<file path="config.mk">
export PLATFORM = sky130hd
export DESIGN_NAME = bus_ctrl_8288
export DESIGN_NICKNAME = d
export VERILOG_FILES = /design/src/rtl/bus_status_pkg.sv /design/src/rtl/bus_status_decode.sv /design/src/rtl/bus_ctrl_8288.sv
export SDC_FILE = /design/constraint.sdc
export NUM_CORES = 1
export LEC_CHECK = 0
export ABC_AREA = 1
export CAP_MARGIN = 25
export CORE_AREA = 2 2 51 53
export DETAILED_ROUTE_END_ITERATION = 16
export DIE_AREA = 0 0 53 55
export GPL_TIMING_DRIVEN = 0
export PLACE_DENSITY = 0.74
export SYNTH_ARGS = -nofsm -noshare
export SYNTH_HDL_FRONTEND = slang
export SYNTH_SLANG_ARGS = --single-unit
</file>
<file path="constraint.sdc">
create_clock -name clk -period 1.1 [get_ports clk]
set_input_delay 0.22 -clock clk [delete_from_list [all_inputs] [get_ports clk]]
set_output_delay 0.22 -clock clk [all_outputs]
set_load 0.05 [all_outputs]
</file>
<file path="src/rtl/bus_status_pkg.sv">
// Shared status encodings, controller states and cycle types for the 8288-style bus controller.
package bus_status_pkg;

   localparam logic [2:0] ST_INTA    = 3'b000;
   localparam logic [2:0] ST_IOR     = 3'b001;
   localparam logic [2:0] ST_IOW     = 3'b010;
   localparam logic [2:0] ST_HALT    = 3'b011;
   localparam logic [2:0] ST_FETCH   = 3'b100;
   localparam logic [2:0] ST_MEMR    = 3'b101;
   localparam logic [2:0] ST_MEMW    = 3'b110;
   localparam logic [2:0] ST_PASSIVE = 3'b111;

   typedef enum logic [1:0] {
      S_IDLE,
      S_T1,
      S_CMD,
      S_HALT_WAIT
   } bus_state_t;

   typedef enum logic [2:0] {
      CYC_INTA,
      CYC_IOR,
      CYC_IOW,
      CYC_HALT,
      CYC_FETCH,
      CYC_MEMR,
      CYC_MEMW,
      CYC_PASSIVE
   } cyc_t;

endpackage

</file>
<file path="src/rtl/bus_status_decode.sv">
// Combinational decode of the CPU status lines into a cycle type and direction/space flags.
module bus_status_decode
   import bus_status_pkg::*;
(
   input  logic [2:0] s_n,
   output cyc_t       cyc,
   output logic       is_read,
   output logic       is_write,
   output logic       is_io,
   output logic       is_passive
);

   always_comb begin
      cyc        = CYC_PASSIVE;
      is_read    = 1'b0;
      is_write   = 1'b0;
      is_io      = 1'b0;
      is_passive = 1'b0;
      case (s_n)
         ST_INTA:  begin cyc = CYC_INTA;  is_read  = 1'b1; end
         ST_IOR:   begin cyc = CYC_IOR;   is_read  = 1'b1; is_io = 1'b1; end
         ST_IOW:   begin cyc = CYC_IOW;   is_write = 1'b1; is_io = 1'b1; end
         ST_HALT:  begin cyc = CYC_HALT; end
         ST_FETCH: begin cyc = CYC_FETCH; is_read  = 1'b1; end
         ST_MEMR:  begin cyc = CYC_MEMR;  is_read  = 1'b1; end
         ST_MEMW:  begin cyc = CYC_MEMW;  is_write = 1'b1; end
         default:  begin cyc = CYC_PASSIVE; is_passive = 1'b1; end
      endcase
   end

endmodule

</file>
<file path="src/rtl/bus_ctrl_8288.sv">
// Max-mode bus controller: tracks T-states from s_n and drives ALE, transceiver controls
// and the active-low command strobes.
//
//  state       | meaning
//  S_IDLE      | bus passive, waiting for an active status sample
//  S_T1        | ALE pulse clock, cycle type latched
//  S_CMD       | command strobe and den asserted until passive is sampled
//  S_HALT_WAIT | halt acknowledged, no command, waiting for passive
module bus_ctrl_8288
   import bus_status_pkg::*;
#(
   parameter int WR_DELAY = 1
) (
   input  logic       clk,
   input  logic       reset,
   input  logic [2:0] s_n,
   input  logic       aen_n,
   input  logic       cen,
   output logic       ale,
   output logic       den,
   output logic       dt_r_n,
   output logic       mrdc_n,
   output logic       mwtc_n,
   output logic       amwc_n,
   output logic       iorc_n,
   output logic       iowc_n,
   output logic       aiowc_n,
   output logic       inta_n
);

   localparam logic [1:0] WR_CNT_INIT = 2'(WR_DELAY);

   cyc_t       dec_cyc;
   logic       dec_read, dec_write, dec_io, dec_passive;

   bus_status_decode u_decode (
      .s_n        (s_n),
      .cyc        (dec_cyc),
      .is_read    (dec_read),
      .is_write   (dec_write),
      .is_io      (dec_io),
      .is_passive (dec_passive)
   );

   bus_state_t state;
   cyc_t       cyc_q;
   logic       wr_q, io_q, den_q;
   logic [1:0] wr_cnt;
   logic       mrdc_q, mwtc_q, amwc_q, iorc_q, iowc_q, aiowc_q, inta_q;

   always_ff @(posedge clk or posedge reset) begin
      if (reset) begin
         state   <= S_IDLE;
         cyc_q   <= CYC_PASSIVE;
         wr_q    <= 1'b0;
         io_q    <= 1'b0;
         wr_cnt  <= 2'd0;
         ale     <= 1'b0;
         den_q   <= 1'b0;
         dt_r_n  <= 1'b1;
         mrdc_q  <= 1'b1;
         mwtc_q  <= 1'b1;
         amwc_q  <= 1'b1;
         iorc_q  <= 1'b1;
         iowc_q  <= 1'b1;
         aiowc_q <= 1'b1;
         inta_q  <= 1'b1;
      end else begin
         case (state)
            S_IDLE: begin
               if (!dec_passive) begin
                  state  <= S_T1;
                  cyc_q  <= dec_cyc;
                  wr_q   <= dec_write;
                  io_q   <= dec_io;
                  ale    <= 1'b1;
                  dt_r_n <= ~dec_read;
               end
            end
            S_T1: begin
               ale <= 1'b0;
               if (cyc_q == CYC_HALT) begin
                  state <= S_HALT_WAIT;
               end else begin
                  state <= S_CMD;
                  den_q <= 1'b1;
                  if (wr_q) begin
                     wr_cnt <= WR_CNT_INIT;
                     if (io_q) aiowc_q <= 1'b0;
                     else      amwc_q  <= 1'b0;
                     // Zero delay: normal write goes low alongside the advanced strobe.
                     if (WR_DELAY == 0) begin
                        if (io_q) iowc_q <= 1'b0;
                        else      mwtc_q <= 1'b0;
                     end
                  end else begin
                     case (cyc_q)
                        CYC_IOR:  iorc_q <= 1'b0;
                        CYC_INTA: inta_q <= 1'b0;
                        default:  mrdc_q <= 1'b0;
                     endcase
                  end
               end
            end
            S_CMD: begin
               if (dec_passive) begin
                  state   <= S_IDLE;
                  wr_cnt  <= 2'd0;
                  den_q   <= 1'b0;
                  dt_r_n  <= 1'b1;
                  mrdc_q  <= 1'b1;
                  mwtc_q  <= 1'b1;
                  amwc_q  <= 1'b1;
                  iorc_q  <= 1'b1;
                  iowc_q  <= 1'b1;
                  aiowc_q <= 1'b1;
                  inta_q  <= 1'b1;
               end else if (wr_cnt != 2'd0) begin
                  wr_cnt <= wr_cnt - 2'd1;
                  if (wr_cnt == 2'd1) begin
                     if (io_q) iowc_q <= 1'b0;
                     else      mwtc_q <= 1'b0;
                  end
               end
            end
            S_HALT_WAIT: begin
               if (dec_passive) state <= S_IDLE;
            end
            default: state <= S_IDLE;
         endcase
      end
   end

   // Gating acts on the registered strobes only; the FSM is never held off.
   logic cmd_off;
   assign cmd_off = aen_n | ~cen;

   assign den     = den_q & cen;
   assign mrdc_n  = mrdc_q  | cmd_off;
   assign mwtc_n  = mwtc_q  | cmd_off;
   assign amwc_n  = amwc_q  | cmd_off;
   assign iorc_n  = iorc_q  | cmd_off;
   assign iowc_n  = iowc_q  | cmd_off;
   assign aiowc_n = aiowc_q | cmd_off;
   assign inta_n  = inta_q  | cmd_off;

endmodule

</file>
==> results of run 1 <==
timing repair:
action,in CTS,in global routing
setup buffers,10,6
pin swaps,17,12
setup endpoints to repair,25,26
gates resized for setup,113,33
metrics by stage:
stage / setup slack (ns) / instances / hold WS [ns] / utilization / power, mW
finish: -0.231 / 200 / 0.307 / 0.671 / 4.87
global route: -0.272 / 200 / 0.365 / 0.671 / 5.23
CTS: -0.240 / 194 / 0.332 / 0.617 / 4.35
detailed placement: -1.06 / 180 / 0.453 / 0.520 / 3.35
global placement: -0.987 / 180 / 0.450 / 0.520 / 3.27
floorplan: 0.00801 / 134 / 0.163 / - / 2.87
cell families (layout without fill, tap and decap cells):
logic type / after synthesis / in the layout
DFF: 19 / 19
buffers and inverters: 21 / 57
and+or+nand+nor: 79 / 79
adders and majority gates: 2 / 2
AOI/OAI and AO/OA: 12 / 12
xor gates and xnor gates: 1 / 1
flip-flops by register name, summed over array words and instances, names as in the netlist:
| name | count |
|---|---|
| iowc_q | 1 |
| io_q | 1 |
| iorc_q | 1 |
| wr_cnt | 2 |
| dt_r_n | 1 |
| wr_q | 1 |
| ale | 1 |
| mrdc_q | 1 |
| mwtc_q | 1 |
| cyc_q | 3 |
| den_q | 1 |
| state | 2 |
| aiowc_q | 1 |
| inta_q | 1 |
| amwc_q | 1 |
worst max-delay path, stage by stage (launching register included):
cell and delay [ns]:
dfstp_2 0.56, inv_2 0.04, nand2_2 0.07, buf_8 0.14
where the power goes:
part           total, mW  switching, mW  internal [mW]
combinational       3.00           1.73           1.27
clock              0.379          0.243          0.136
sequential          1.49          0.309           1.18
total               4.87           2.28           2.58
cell usage in the layout (no fill, tap or decap), types with 5 or more instances in the layout:
cell type | Yosys | layout
buf_6 | 0 | 6
nor2_4 | 2 | 5
dfrtp_1 | 8 | 7
buf_8 | 0 | 8
nand2_2 | 3 | 13
dfstp_2 | 11 | 11
nor2_1 | 14 | 10
nand3_2 | 3 | 6
buf_4 | 0 | 12
inv_1 | 19 | 8
nand2_1 | 45 | 33
dlygate4sd2_1 | 0 | 5
o21ai_1 | 0 | 5
inv_2 | 2 | 12
how the worst max path moves through the flow:
stage | startpoint | endpoint | slack, ns | cells past startpoint
after global routing | aiowc_q$_DFFE_PP1P_ | aiowc_n | -0.27 | 3
after global placement | cen | inta_n | -0.99 | 5
after detailed placement | cen | iowc_n | -1.06 | 5
after CTS | amwc_q$_DFFE_PP1P_ | amwc_n | -0.24 | 3
final | amwc_q$_DFFE_PP1P_ | amwc_n | -0.23 | 3
after floorplan | aiowc_q$_DFFE_PP1P_ | aiowc_n | 0.008 | 2
metal layers:
metal	up-vias	part of all wire
met5	-	0
met1	449	0.41
met2	24	0.53
met3	5	0.043
li1	486	-
met4	0	0.015
area by class of cell:
cell class / count / area [µm²]
Clock buffer: 3 / 22.5
Clock inverter: 1 / 5.00
Fill cell: 189 / 778
Inverter: 21 / 81.3
Multi-Input combinational cell: 94 / 618
Sequential cell: 19 / 490
Tap cell: 30 / 37.5
Timing Repair Buffer: 32 / 332
==> impl_metrics.toml, run 1 <==
[sta]
timing.final.crit_share = 1.21
worst_pin_slew_ns = 0.710
post-route-min-period_ns = 1.33
setup_tns_ns = -2.45
layout_setup_ws_ns = -0.231
slew_headroom = 0.526
hold_viol_final = 0
fmax_mhz = 752
rsz0062_at_grt = "yes"
setup_viol = 23
finClkSkew_ns = 0.00530
final-max-slew-violation-count = 0

[setup_path]
arrival_ns = 1.11
ff2ff_setup_slack_ns = -0.09
worst_r2r_endpoint = "wr_cnt[1]$_DFFE_PP0P_"
rr_startpoint = "state[0]$_DFFE_PP0P_"
end_kind = "primary output"
cp-start-kind = "flip-flop"
path_max_fanout = 2
worstRegToRegCells = 7
worstSetupPathType = "flip-flop to primary output"
critPathRequiredTime_ns = 0.88

[grt]
grt_pass1_wl_mm = 3.88
antenna_found_initial = 0
grt_pass1_vias = 885
grt_max_degree = 20
track_usage = 0.188
grt_use_met2 = 0.308
top_usage_layer = "met2"
grt_use_met3 = 0.0376
grt_util_met1 = 0.240
gr-total-overflow = 0

[logic_synthesis]
synth.area.top_cells = "dfstp_2 (28%), dfrtp_1 (19%), nand2_1 (16%)"
synth-seq-cells = 19
synth_flop_cell = "dfstp_2"
async_flop_share = 1.00
synthMuxAreaShare = 0
yosys.area.top_type = "dfstp_2"
synth_adder_area_share = 0.0242
netlist.area_leader.share = 0.280
synth_top_family_by_area = "simple AND/OR/NAND/NOR gates"
yosysUniqueCellTypes = 18
seq_area_frac_synth = 0.474
synth_most_common_cell = "nand2_1"
yosys.area_share.simple = 0.358
synthesis.nets = 143
synth_xor_area_frac = 0.00848
syn_avg_cell_area_um2 = 7.70
synth_edf_count = 0
syn_area_um2 = 1030
synthTopCellsByCount = "nand2_1 (45), inv_1 (19), nor2_1 (14)"
synth-compound-area-share = 0.0594
synth_cells = 134
yosys_warnings = 0

[routing]
routedWlPerCell_um = 12.3
vias = 964
via_per_inst = 4.82
ant_nets = 0
drt_first_iter_violations = 25
firstDrtPassIters = 4
post-route-drc-count = 0
drt_wl_total_mm = 2.46

[layout]
syn_to_final_growth_pct = 53.7
final_nets = 180
final_cell_area_um2 = 1590
antennaDiodeCount = 0
drive_gt1_frac = 0.541

[floorplan]
initial_core_util = 0.437
die_h_um = 55
rows = 18
core-area_um2 = 2360
die_w_um = 53
io_pins = 17
die_area_um2 = 2920

[clock_network]
cts_inserted_buffers = 3
cts_tree = "built"
clock_latency_ns = 0.31
clkSlewWorstSetupHoldPaths_ns = 0.12
ctsRootBufferMaster = "clkbuf_4"
h-tree-depth = 1
cts_max_path_buffers = 2
hold_buffers = 0
cts.sinks = 19

[power_and_ir_drop]
peakVddDrop_mv = 2.11
p_leak_nw = 0.763
power.density_nw_per_um2 = 3070

[job]
cap_violations = 0

[min_path]
holdCritPathClass = "input pin to async pin"

[placement]
dpl_cell_area_um2 = 1230
place_congestion = 0.823
dp.final_hpwl_mm = 1.52
place.port_buffers = 16

[status]
violations = "negative setup slack"
outcome = "finished, violations left"
(Power assumes the default switching activity.)
==> run 2, diff against run 1 <==
- CTS_BUF_LIST: default -> sky130_fd_sc_hd__clkbuf_16
==> run 2 against run 1 <==
  * The run still ends with negative setup slack left
  * Non-clock buffer count down 1
  * Setup slack gained 0.047 ns
  * Total power rose by 9.4%
  * Utilization grew 2.4 points
  * Global-route usage down 0.23 points
  * Flip-flop and latch count unchanged
  * Sequential share of layout area is 0.98 points lower
  * Largest cell class unchanged
  * Largest power group unchanged
==> impl_metrics.toml, run 2 (synthesis gave the netlist of run 1 again) <==
[status]
outcome = "finished, violations left"
violations = "negative setup slack"

[sta]
rsz0062_at_grt = "yes"
layout_setup_ws_ns = -0.183
worst_pin_slew_ns = 0.728
fmax_mhz = 779
finClkSkew_ns = 0.00183
slew_headroom = 0.514
final-max-slew-violation-count = 0
hold_viol_final = 0
timing.final.crit_share = 1.17
setup_viol = 19
post-route-min-period_ns = 1.28

[power_and_ir_drop]
p_leak_nw = 0.783
peakVddDrop_mv = 1.89
power.density_nw_per_um2 = 3240

[layout]
drive_gt1_frac = 0.556
final_common_cell = "nand2_1"
final_nets = 179
biggestRegsByFlops = "cyc_q (3), state (2), wr_cnt (2)"
fillers = 182
syn_to_final_growth_pct = 59.2
top_register = "cyc_q"
final_cell_mix = "nand2_1 (32), nand2_2 (13), inv_2 (11), dfstp_2 (11), buf_4 (10)"
largest_reg_flops = 3
antennaDiodeCount = 0
final_cell_area_um2 = 1640

[setup_path]
startpoint = "iorc_q$_DFFE_PP1P_"
end_kind = "primary output"
arrival_ns = 1.06
cp-start-kind = "flip-flop"
path_max_fanout = 2
critPathRequiredTime_ns = 0.88
worstSetupPathType = "flip-flop to primary output"
rr_startpoint = "cyc_q[0]$_DFFE_PP1P_"
critical-path-slowest-cell = "dfstp_2"
worstRegToRegCells = 7
max_stage_delay_ns = 0.54
crit_path_end = "iorc_n"
cp_cell_sequence = "inv_2 > nand2_2 > buf_6"
ff2ff_setup_slack_ns = -0.17
worst_r2r_endpoint = "wr_cnt[1]$_DFFE_PP0P_"

[job]
cap_violations = 0

[clock_network]
h-tree-depth = 1
cts_max_path_buffers = 2
clock_latency_ns = 0.26
ctsRootBufferMaster = "clkbuf_16"
cts_inserted_buffers = 3
clkSlewWorstSetupHoldPaths_ns = 0.06
cts_tree = "built"
cts.sinks = 19

[routing]
firstDrtPassIters = 4
drt_wl_total_mm = 2.81
ant_nets = 0
routedWlPerCell_um = 14.1
vias = 1053
via_per_inst = 5.29
post-route-drc-count = 0
drt_first_iter_violations = 27

[placement]
post-place-ws_ns = -1.06
place_congestion = 0.823
dpl_cell_area_um2 = 1230
place.port_buffers = 16
dp.final_hpwl_mm = 1.52

[floorplan]
io_pins = 17
die_w_um = 53
die_h_um = 55
initial_core_util = 0.437
die_area_um2 = 2920
rows = 18
core-area_um2 = 2360

[grt]
antenna_found_initial = 0
track_usage = 0.186
grt_max_degree = 20
grt_pass1_vias = 927
grt_pass1_wl_mm = 3.85
gr-total-overflow = 0

[min_path]
holdCritPathClass = "input pin to async pin"
run 2: cell count changes in the layout (fill, tap and decap cells not counted), sizes merged:
| cell | previous run | this run |
|---|---|---|
| buf | 26 | 25 |
run 2: power by group:
group	internal, mW	switching [mW]	leakage [nW]
combinational	1.23	1.79	0.531
sequential	1.19	0.347	0.211
clock	0.488	0.278	0.0409
run 2: timing repair:
action / in CTS / in global routing
pin swaps: 13 / 17
gates resized for setup: 107 / 39
setup endpoints to repair: 26 / 24
setup buffers: 8 / 7
hold buffers: 0 / 0
run 2: worst max-delay path, delay by kind of cell (launching register included):
family                 cells  cell delay (ns)
buffers and inverters      2             0.20
flip-flops                 1             0.54
AND/OR/NAND/NOR            1             0.07
run 2: final cells by class:
| type | instances | area (µm²) | area share |
|---|---|---|---|
| repair buffers | 31 | 318 | 0.193 |
| well taps | 30 | 37.5 | 0.0228 |
| inverters | 21 | 81.3 | 0.0495 |
| multi-input cells | 94 | 634 | 0.386 |
| clock buffers | 3 | 75.1 | 0.0457 |
| flip-flops and latches | 19 | 492 | 0.299 |
| clock inverters | 1 | 5.00 | 0.00305 |
run 2: through the flow:
step / utilization / setup TNS [ns] / hold slack [ns] / std cells / total power, mW
2_1_floorplan: - / 0 / 0.163 / 134 / 2.87
3_3_place_gp: 0.520 / -14.36 / 0.450 / 180 / 3.27
3_5_place_dp: 0.520 / -15.30 / 0.453 / 180 / 3.35
4_1_cts: 0.626 / -1.38 / 0.401 / 192 / 4.64
5_1_grt: 0.695 / -2.98 / 0.454 / 199 / 5.62
6_report: 0.695 / -2.03 / 0.383 / 199 / 5.32
run 2: metal layers:
metal,vias to the layer above,GRT usage,share of wire
li1,486,-,-
met4,0,0.111,0.020
met5,-,0,0
met2,48,0.317,0.53
met3,7,0.0349,0.069
met1,512,0.220,0.38
run 2: worst min path at each step:
stage / start / to / slack, ns / cells past startpoint
after CTS: reset / wr_q$_DFFE_PP0P_ / 0.40 / 2
after floorplan: reset / ale$_DFFE_PP0P_ / 0.16 / 1
final: reset / wr_q$_DFFE_PP0P_ / 0.38 / 2
after global placement: aiowc_q$_DFFE_PP1P_ / aiowc_q$_DFFE_PP1P_ / 0.45 / 2
after global routing: s_n[2] / cyc_q[2]$_DFFE_PP1P_ / 0.45 / 3
after detailed placement: mrdc_q$_DFFE_PP1P_ / mrdc_q$_DFFE_PP1P_ / 0.45 / 2
